## src/rtl/msrv32_pkg.sv

```systemverilog
// Shared msrv32 definitions: trap-controller state encoding, PC-source selects,
// and machine-mode exception/interrupt cause codes.
package msrv32_pkg;

    typedef logic [2:0] msrv32_state_t;

    localparam msrv32_state_t STATE_RESET       = 3'd0;
    localparam msrv32_state_t STATE_OPERATING   = 3'd1;
    localparam msrv32_state_t STATE_TRAP_TAKEN  = 3'd2;
    localparam msrv32_state_t STATE_TRAP_RETURN = 3'd3;
    localparam msrv32_state_t STATE_WAIT        = 3'd4;

    localparam logic [1:0] PC_SRC_BOOT = 2'd0;
    localparam logic [1:0] PC_SRC_NEXT = 2'd1;
    localparam logic [1:0] PC_SRC_TRAP = 2'd2;
    localparam logic [1:0] PC_SRC_EPC  = 2'd3;

    localparam logic [3:0] CAUSE_MISALIGNED_INSTR = 4'd0;
    localparam logic [3:0] CAUSE_ILLEGAL          = 4'd2;
    localparam logic [3:0] CAUSE_BREAKPOINT       = 4'd3;
    localparam logic [3:0] CAUSE_MISALIGNED_LOAD  = 4'd4;
    localparam logic [3:0] CAUSE_MISALIGNED_STORE = 4'd6;
    localparam logic [3:0] CAUSE_ECALL_M          = 4'd11;

    localparam logic [3:0] MSI = 4'd3;
    localparam logic [3:0] MTI = 4'd7;
    localparam logic [3:0] MEI = 4'd11;

    // Exception codes that the CSR file handles with a misaligned-address capture.
    function automatic logic is_misaligned_cause(input logic [3:0] cause);
        return (cause == CAUSE_MISALIGNED_INSTR) ||
               (cause == CAUSE_MISALIGNED_LOAD)  ||
               (cause == CAUSE_MISALIGNED_STORE);
    endfunction

endpackage

```

## src/rtl/msrv32_trap_prioritizer.sv

```systemverilog
// Combinational trap arbiter: picks the single highest-priority pending
// interrupt or exception and reports its cause code.
module msrv32_trap_prioritizer
    import msrv32_pkg::*;
(
    input  logic       mie_in,
    input  logic       meie_in,
    input  logic       mtie_in,
    input  logic       msie_in,
    input  logic       meip_in,
    input  logic       mtip_in,
    input  logic       msip_in,
    input  logic       illegal_instr_in,
    input  logic       misaligned_instr_in,
    input  logic       misaligned_load_in,
    input  logic       misaligned_store_in,
    input  logic       ecall_in,
    input  logic       ebreak_in,
    output logic       trap_valid_out,
    output logic       i_or_e_out,
    output logic [3:0] cause_out
);

    logic ext_irq;
    logic sw_irq;
    logic tmr_irq;
    logic irq_pending;
    logic exc_pending;

    assign ext_irq     = meie_in & meip_in;
    assign sw_irq      = msie_in & msip_in;
    assign tmr_irq     = mtie_in & mtip_in;
    assign irq_pending = mie_in & (ext_irq | sw_irq | tmr_irq);
    assign exc_pending = illegal_instr_in | misaligned_instr_in | misaligned_load_in |
                         misaligned_store_in | ecall_in | ebreak_in;

    // NOTE: every output gets a default first so no path through the if-chain infers a latch.
    always_comb begin
        trap_valid_out = irq_pending | exc_pending;
        i_or_e_out     = 1'b0;
        cause_out      = 4'd0;
        if (irq_pending) begin
            i_or_e_out = 1'b1;
            if (ext_irq)     cause_out = MEI;
            else if (sw_irq) cause_out = MSI;
            else             cause_out = MTI;
        end else if (misaligned_instr_in) begin
            cause_out = CAUSE_MISALIGNED_INSTR;
        end else if (illegal_instr_in) begin
            cause_out = CAUSE_ILLEGAL;
        end else if (ebreak_in) begin
            cause_out = CAUSE_BREAKPOINT;
        end else if (ecall_in) begin
            cause_out = CAUSE_ECALL_M;
        end else if (misaligned_load_in) begin
            cause_out = CAUSE_MISALIGNED_LOAD;
        end else if (misaligned_store_in) begin
            cause_out = CAUSE_MISALIGNED_STORE;
        end
    end

endmodule

```

## src/rtl/msrv32_trap_controller.sv

```systemverilog
// Machine-mode trap sequencer for the msrv32 core. Define MSRV32_WFI_EN to add
// the WAIT state that stalls the pipeline on wfi until an enabled interrupt pends.
module msrv32_trap_controller
    import msrv32_pkg::*;
(
    input  logic       clk_in,
    input  logic       rst_in,
    input  logic       illegal_instr_in,
    input  logic       misaligned_instr_in,
    input  logic       misaligned_load_in,
    input  logic       misaligned_store_in,
    input  logic       ecall_in,
    input  logic       ebreak_in,
    input  logic       mret_in,
    input  logic       wfi_in,
    input  logic       mie_in,
    input  logic       meie_in,
    input  logic       mtie_in,
    input  logic       msie_in,
    input  logic       meip_in,
    input  logic       mtip_in,
    input  logic       msip_in,
    output logic       i_or_e_out,
    output logic       set_cause_out,
    output logic       set_epc_out,
    output logic [3:0] cause_out,
    output logic       mie_clear_out,
    output logic       mie_set_out,
    output logic       instret_inc_out,
    output logic       misaligned_exception_out,
    output logic       flush_out,
    output logic       stall_out,
    output logic [1:0] pc_src_out
);

    msrv32_state_t state_q;
    msrv32_state_t state_d;

    logic       trap_valid;
    logic       trap_is_irq;
    logic [3:0] trap_cause;

    msrv32_trap_prioritizer u_prioritizer (
        .mie_in              (mie_in),
        .meie_in             (meie_in),
        .mtie_in             (mtie_in),
        .msie_in             (msie_in),
        .meip_in             (meip_in),
        .mtip_in             (mtip_in),
        .msip_in             (msip_in),
        .illegal_instr_in    (illegal_instr_in),
        .misaligned_instr_in (misaligned_instr_in),
        .misaligned_load_in  (misaligned_load_in),
        .misaligned_store_in (misaligned_store_in),
        .ecall_in            (ecall_in),
        .ebreak_in           (ebreak_in),
        .trap_valid_out      (trap_valid),
        .i_or_e_out          (trap_is_irq),
        .cause_out           (trap_cause)
    );

`ifdef MSRV32_WFI_EN
    // Wake-up ignores the global enable; the trap itself still honours it.
    logic wake;
    assign wake = (meie_in & meip_in) | (msie_in & msip_in) | (mtie_in & mtip_in);
`endif

    // NOTE: state flops use non-blocking assignment so every flop samples pre-edge values.
    always_ff @(posedge clk_in or posedge rst_in) begin
        if (rst_in) state_q <= STATE_RESET;
        else        state_q <= state_d;
    end

    always_comb begin
        state_d                  = state_q;
        pc_src_out               = PC_SRC_BOOT;
        flush_out                = 1'b0;
        stall_out                = 1'b0;
        set_epc_out              = 1'b0;
        set_cause_out            = 1'b0;
        cause_out                = 4'd0;
        i_or_e_out               = 1'b0;
        mie_clear_out            = 1'b0;
        mie_set_out              = 1'b0;
        instret_inc_out          = 1'b0;
        misaligned_exception_out = 1'b0;

        case (state_q)
            STATE_RESET: begin
                state_d = STATE_OPERATING;
            end
            STATE_OPERATING: begin
                pc_src_out = PC_SRC_NEXT;
                if (trap_valid) begin
                    set_epc_out              = 1'b1;
                    set_cause_out            = 1'b1;
                    mie_clear_out            = 1'b1;
                    flush_out                = 1'b1;
                    cause_out                = trap_cause;
                    i_or_e_out               = trap_is_irq;
                    misaligned_exception_out = !trap_is_irq && is_misaligned_cause(trap_cause);
                    state_d                  = STATE_TRAP_TAKEN;
                end else if (mret_in) begin
                    mie_set_out     = 1'b1;
                    instret_inc_out = 1'b1;
                    flush_out       = 1'b1;
                    state_d         = STATE_TRAP_RETURN;
                end else if (wfi_in) begin
                    instret_inc_out = 1'b1;
`ifdef MSRV32_WFI_EN
                    state_d         = STATE_WAIT;
`endif
                end else begin
                    instret_inc_out = 1'b1;
                end
            end
            STATE_TRAP_TAKEN: begin
                pc_src_out = PC_SRC_TRAP;
                flush_out  = 1'b1;
                state_d    = STATE_OPERATING;
            end
            STATE_TRAP_RETURN: begin
                pc_src_out = PC_SRC_EPC;
                flush_out  = 1'b1;
                state_d    = STATE_OPERATING;
            end
`ifdef MSRV32_WFI_EN
            STATE_WAIT: begin
                pc_src_out = PC_SRC_NEXT;
                stall_out  = 1'b1;
                if (wake) state_d = STATE_OPERATING;
            end
`endif
            default: begin
                state_d = STATE_RESET;
            end
        endcase
    end

endmodule

```

## config.mk

```make
export PLATFORM = sky130hd
export DESIGN_NAME = msrv32_trap_controller
export DESIGN_NICKNAME = d
export VERILOG_FILES = /design/src/rtl/msrv32_pkg.sv /design/src/rtl/msrv32_trap_prioritizer.sv /design/src/rtl/msrv32_trap_controller.sv
export SDC_FILE = /design/constraint.sdc
export NUM_CORES = 1
export LEC_CHECK = 0
export ABC_CLOCK_PERIOD_IN_PS = 1100
export BUFFER_PORTS_ARGS = -buffer_cell sky130_fd_sc_hd__buf_4
export CAP_MARGIN = 5
export CORE_AREA = 3 3 40 42
export DETAILED_ROUTE_END_ITERATION = 8
export DIE_AREA = 0 0 43 45
export PLACE_DENSITY_LB_ADDON = 0.2
export SLEW_MARGIN = 20
export SYNTH_ARGS = -nofsm -noshare
export SYNTH_HDL_FRONTEND = slang
export SYNTH_SLANG_ARGS = --single-unit
```

## constraint.sdc

```tcl
create_clock -name clk_in -period 1.1 [get_ports clk_in]
set_input_delay 0.055 -clock clk_in [delete_from_list [all_inputs] [get_ports clk_in]]
set_output_delay 0.055 -clock clk_in [all_outputs]
set_load 0.01 [all_outputs]
```

==> out/results.txt <==
Sequential Power Share: 20.7%
initial antenna violation count: 0
post-layout instance area: 661.9 µm²
count leader, synth: nor2_1
flops & latches, synth: 2
Netlist cell types: 29
row count: 13
fill count: 132
IO Pins: 32
Biggest register: state_q
post-synthesis cell count: 46
EDFF count, synth: 0
residual DRC count: 0
CP max-delay cell: dfrtp_1
final hold violations: 0
first-pass iteration count of the detailed router: 3
NetSw: 0.0001062 W
fmax: 802.0 MHz
failing checks: negative setup slack
DP HPWL: 828.7 µm
routed vias/inst: 4.879
critical path's largest stage delay: 0.37 ns
GPL Wtd Cong: 0.7229
minimum clock period: 1.247 ns
CTS clk-pin slew, worst paths: 0.03 ns
top cell type's share of synthesized area: 14.34%
maximum clock path buffer count: 2
total CTS buffers: 3
switching part of the total: 29.31%
die footprint: 1935 µm²
Diodes inserted: 0
grt ovf: 0
Synth Area in Adders: 0%
number of I/O port buffers: 29
power share of the combinational group: 34.0%
xor/xnor share of the synthesized area: 0%
Crit Path Class: reg2out
critical path startpoint category: flop
Mapped Area: 349.1 µm²
fraction of layout cells with a size suffix above 1: 68.42%
via count: 444
simple-gate share of the synthesized area: 32.97%
fin nets: 95
status: complete, but fails checks
biggest regs: state_q: 2 flops
final worst setup slack: -0.1469 ns
multi-input logic area: 305.3 µm²
final setup vio count: 9
Die Width: 43 µm
Syn Area/Cell: 7.589 µm²
drt initial violations: 1
Seq/Total Area, Yosys: 14.34%
Buf+Inv Stages, Crit Path: 1
Critical Path RT: 1.04 ns
pwr dens: 547.6 nW/µm²
CP cell instances: and2b_2 -> nand2_1 -> nor3_2 -> buf_4
H-tree levels: 1
period utilisation layout: 113.4%
die height: 45 µm
Syn Nets: 63
Critical Path AT: 1.19 ns
max-cap violations: 0
Syn-to-layout area delta: 89.61%
register area: 50.05 µm²
clock sinks: 2
clock root buffer: clkbuf_4
dominant cells by area after synthesis: dfrtp_1, buf_4, a22oi_4
Critical Path End Type: primary output
Setup Skew: 0.001226 ns
final core area utilization: 51.51%
Post-DRT Antenna Nets: 0
Global Route Usage Sum: 12.56%
global-route wire length before repair: 1814 µm
vias in the first global route: 453
critical path's top delay family: simple AND/OR/NAND/NOR gates
Placed Area: 566.8 µm²
CP max FO: 5
WL final: 1052 µm
Core ar.: 1285 µm²
compound-gate portion of the synthesized area: 40.86%
max reg flops: 2
Total Power: 0.0003625 W
Clock Power Share: 45.3%
CTS tree: yes
internal power: 0.0002562 W
Initial Util: 27.17%
largest net degree at the start of global routing: 8
Yosys warning count: 0
cell taking the most area after synthesis: dfrtp_1
Static Leak: 0.3124 nW
largest family of logic cells by synthesized area: compound AO/OA/AOI/OAI gates
Main synth FF type: dfrtp_1
worst skew pair latency: 0.23 ns
multiplexer area fraction after synthesis: 0%
max-slew violation count: 0
Post-synth ARST share: 100.0%
Avg WL per Cell: 11.56 µm
type of the worst min-delay path: in2reg
RSZ-0062 raised after global routing: true
Max VDD drop: 0.3112 mV
Post-synth top cells: nor2_1, a21oi_1, buf_4, nor3_1, o21ai_0
-- final cells by class --
| type | instances | area share (%) |
|---|---|---|
| clock buffer | 3 | 3.403 |
| timing repair buffer | 32 | 38.94 |
| inverter | 2 | 1.134 |
| sequential | 2 | 7.561 |
| tap | 15 | 2.836 |
| multi-input combinational | 37 | 46.12 |
-- worst paths after layout --
kind | start | to | slack (ns) | depth (start not counted)
worst max-delay path | state_q[1] | mie_set_out | -0.15 | 4
worst min-delay path | mret_in | state_q[1] | 0.08 | 2
worst max register to register | state_q[0] | state_q[1] | 0.20 | 2
worst min register to register | state_q[1] | state_q[0] | 0.73 | 2
max in group asynchronous | rst_in | state_q[0] | 0.74 | 3
min in group asynchronous | rst_in | state_q[1] | 0.25 | 3
-- cells in the final DEF, fill, tap and decap left out, types with 2 or more instances in the layout --
cell type | Yosys | final
o21ai_0 | 3 | 2
clkbuf_4 | 0 | 3
dfrtp_1 | 2 | 2
o21ai_2 | 1 | 2
nor2_2 | 1 | 2
nor2_1 | 5 | 4
nor3_2 | 0 | 2
buf_6 | 0 | 4
a21oi_2 | 0 | 2
buf_4 | 3 | 27
nand3_1 | 2 | 2
-- power groups by stage --
| stage | clock network, W | logic [W] | registers [W] |
|---|---|---|---|
| 2_1_floorplan | 0 | 0.0000529 | 0.0000757 |
| 3_3_place_gp | 0 | 0.000112 | 0.0000757 |
| 3_5_place_dp | 0 | 0.000113 | 0.0000757 |
| 4_1_cts | 0.000166 | 0.000123 | 0.0000751 |
| 5_1_grt | 0.000174 | 0.000135 | 0.0000752 |
| 6_report | 0.000164 | 0.000123 | 0.0000751 |
-- worst reg2reg max path, stage by stage (launching register included) --
cell,delay [ns]
dfrtp_1,0.41
and2b_2,0.26
o31a_1,0.11
-- cell families (layout without fill, tap and decap cells) --
kind of cell	Yosys count	count (layout)
AND/OR/NAND/NOR	20	20
AO/OA/AOI/OAI	16	16
buffers and inverters	7	37
flip-flops	2	2
other	1	1
-- per-stage QoR --
| stage | std cells | setup TNS (ns) | hold slack [ns] | setup slack [ns] |
|---|---|---|---|---|
| floorplan | 46 | 0 | -0.2038 | 0.06326 |
| global route | 91 | -1.602 | 0.08541 | -0.2074 |
| CTS | 91 | -0.8498 | 0.08084 | -0.1438 |
| finish | 91 | -0.8025 | 0.07876 | -0.1469 |
| detailed placement | 86 | -0.03350 | -0.07884 | -0.03350 |
| global placement | 86 | -0.003740 | -0.08380 | -0.003740 |
-- metal layers --
layer	vias to the layer above	track usage (%)	wire length, µm
met2	18	21.26	547
met5	-	0	0
li1	229	-	-
met3	2	4.382	79
met1	195	13.70	410
met4	0	7.229	14
-- what timing repair did --
item / in CTS / in global routing
resized for setup: 14 / 1
setup buffers: 1 / 0
hold endpoints to repair: 2 / 0
endpoints found under the setup margin: 11 / 13
hold buffers: 1 / 0
pin swaps: 2 / 0
Power figures use the tool's default switching activity.
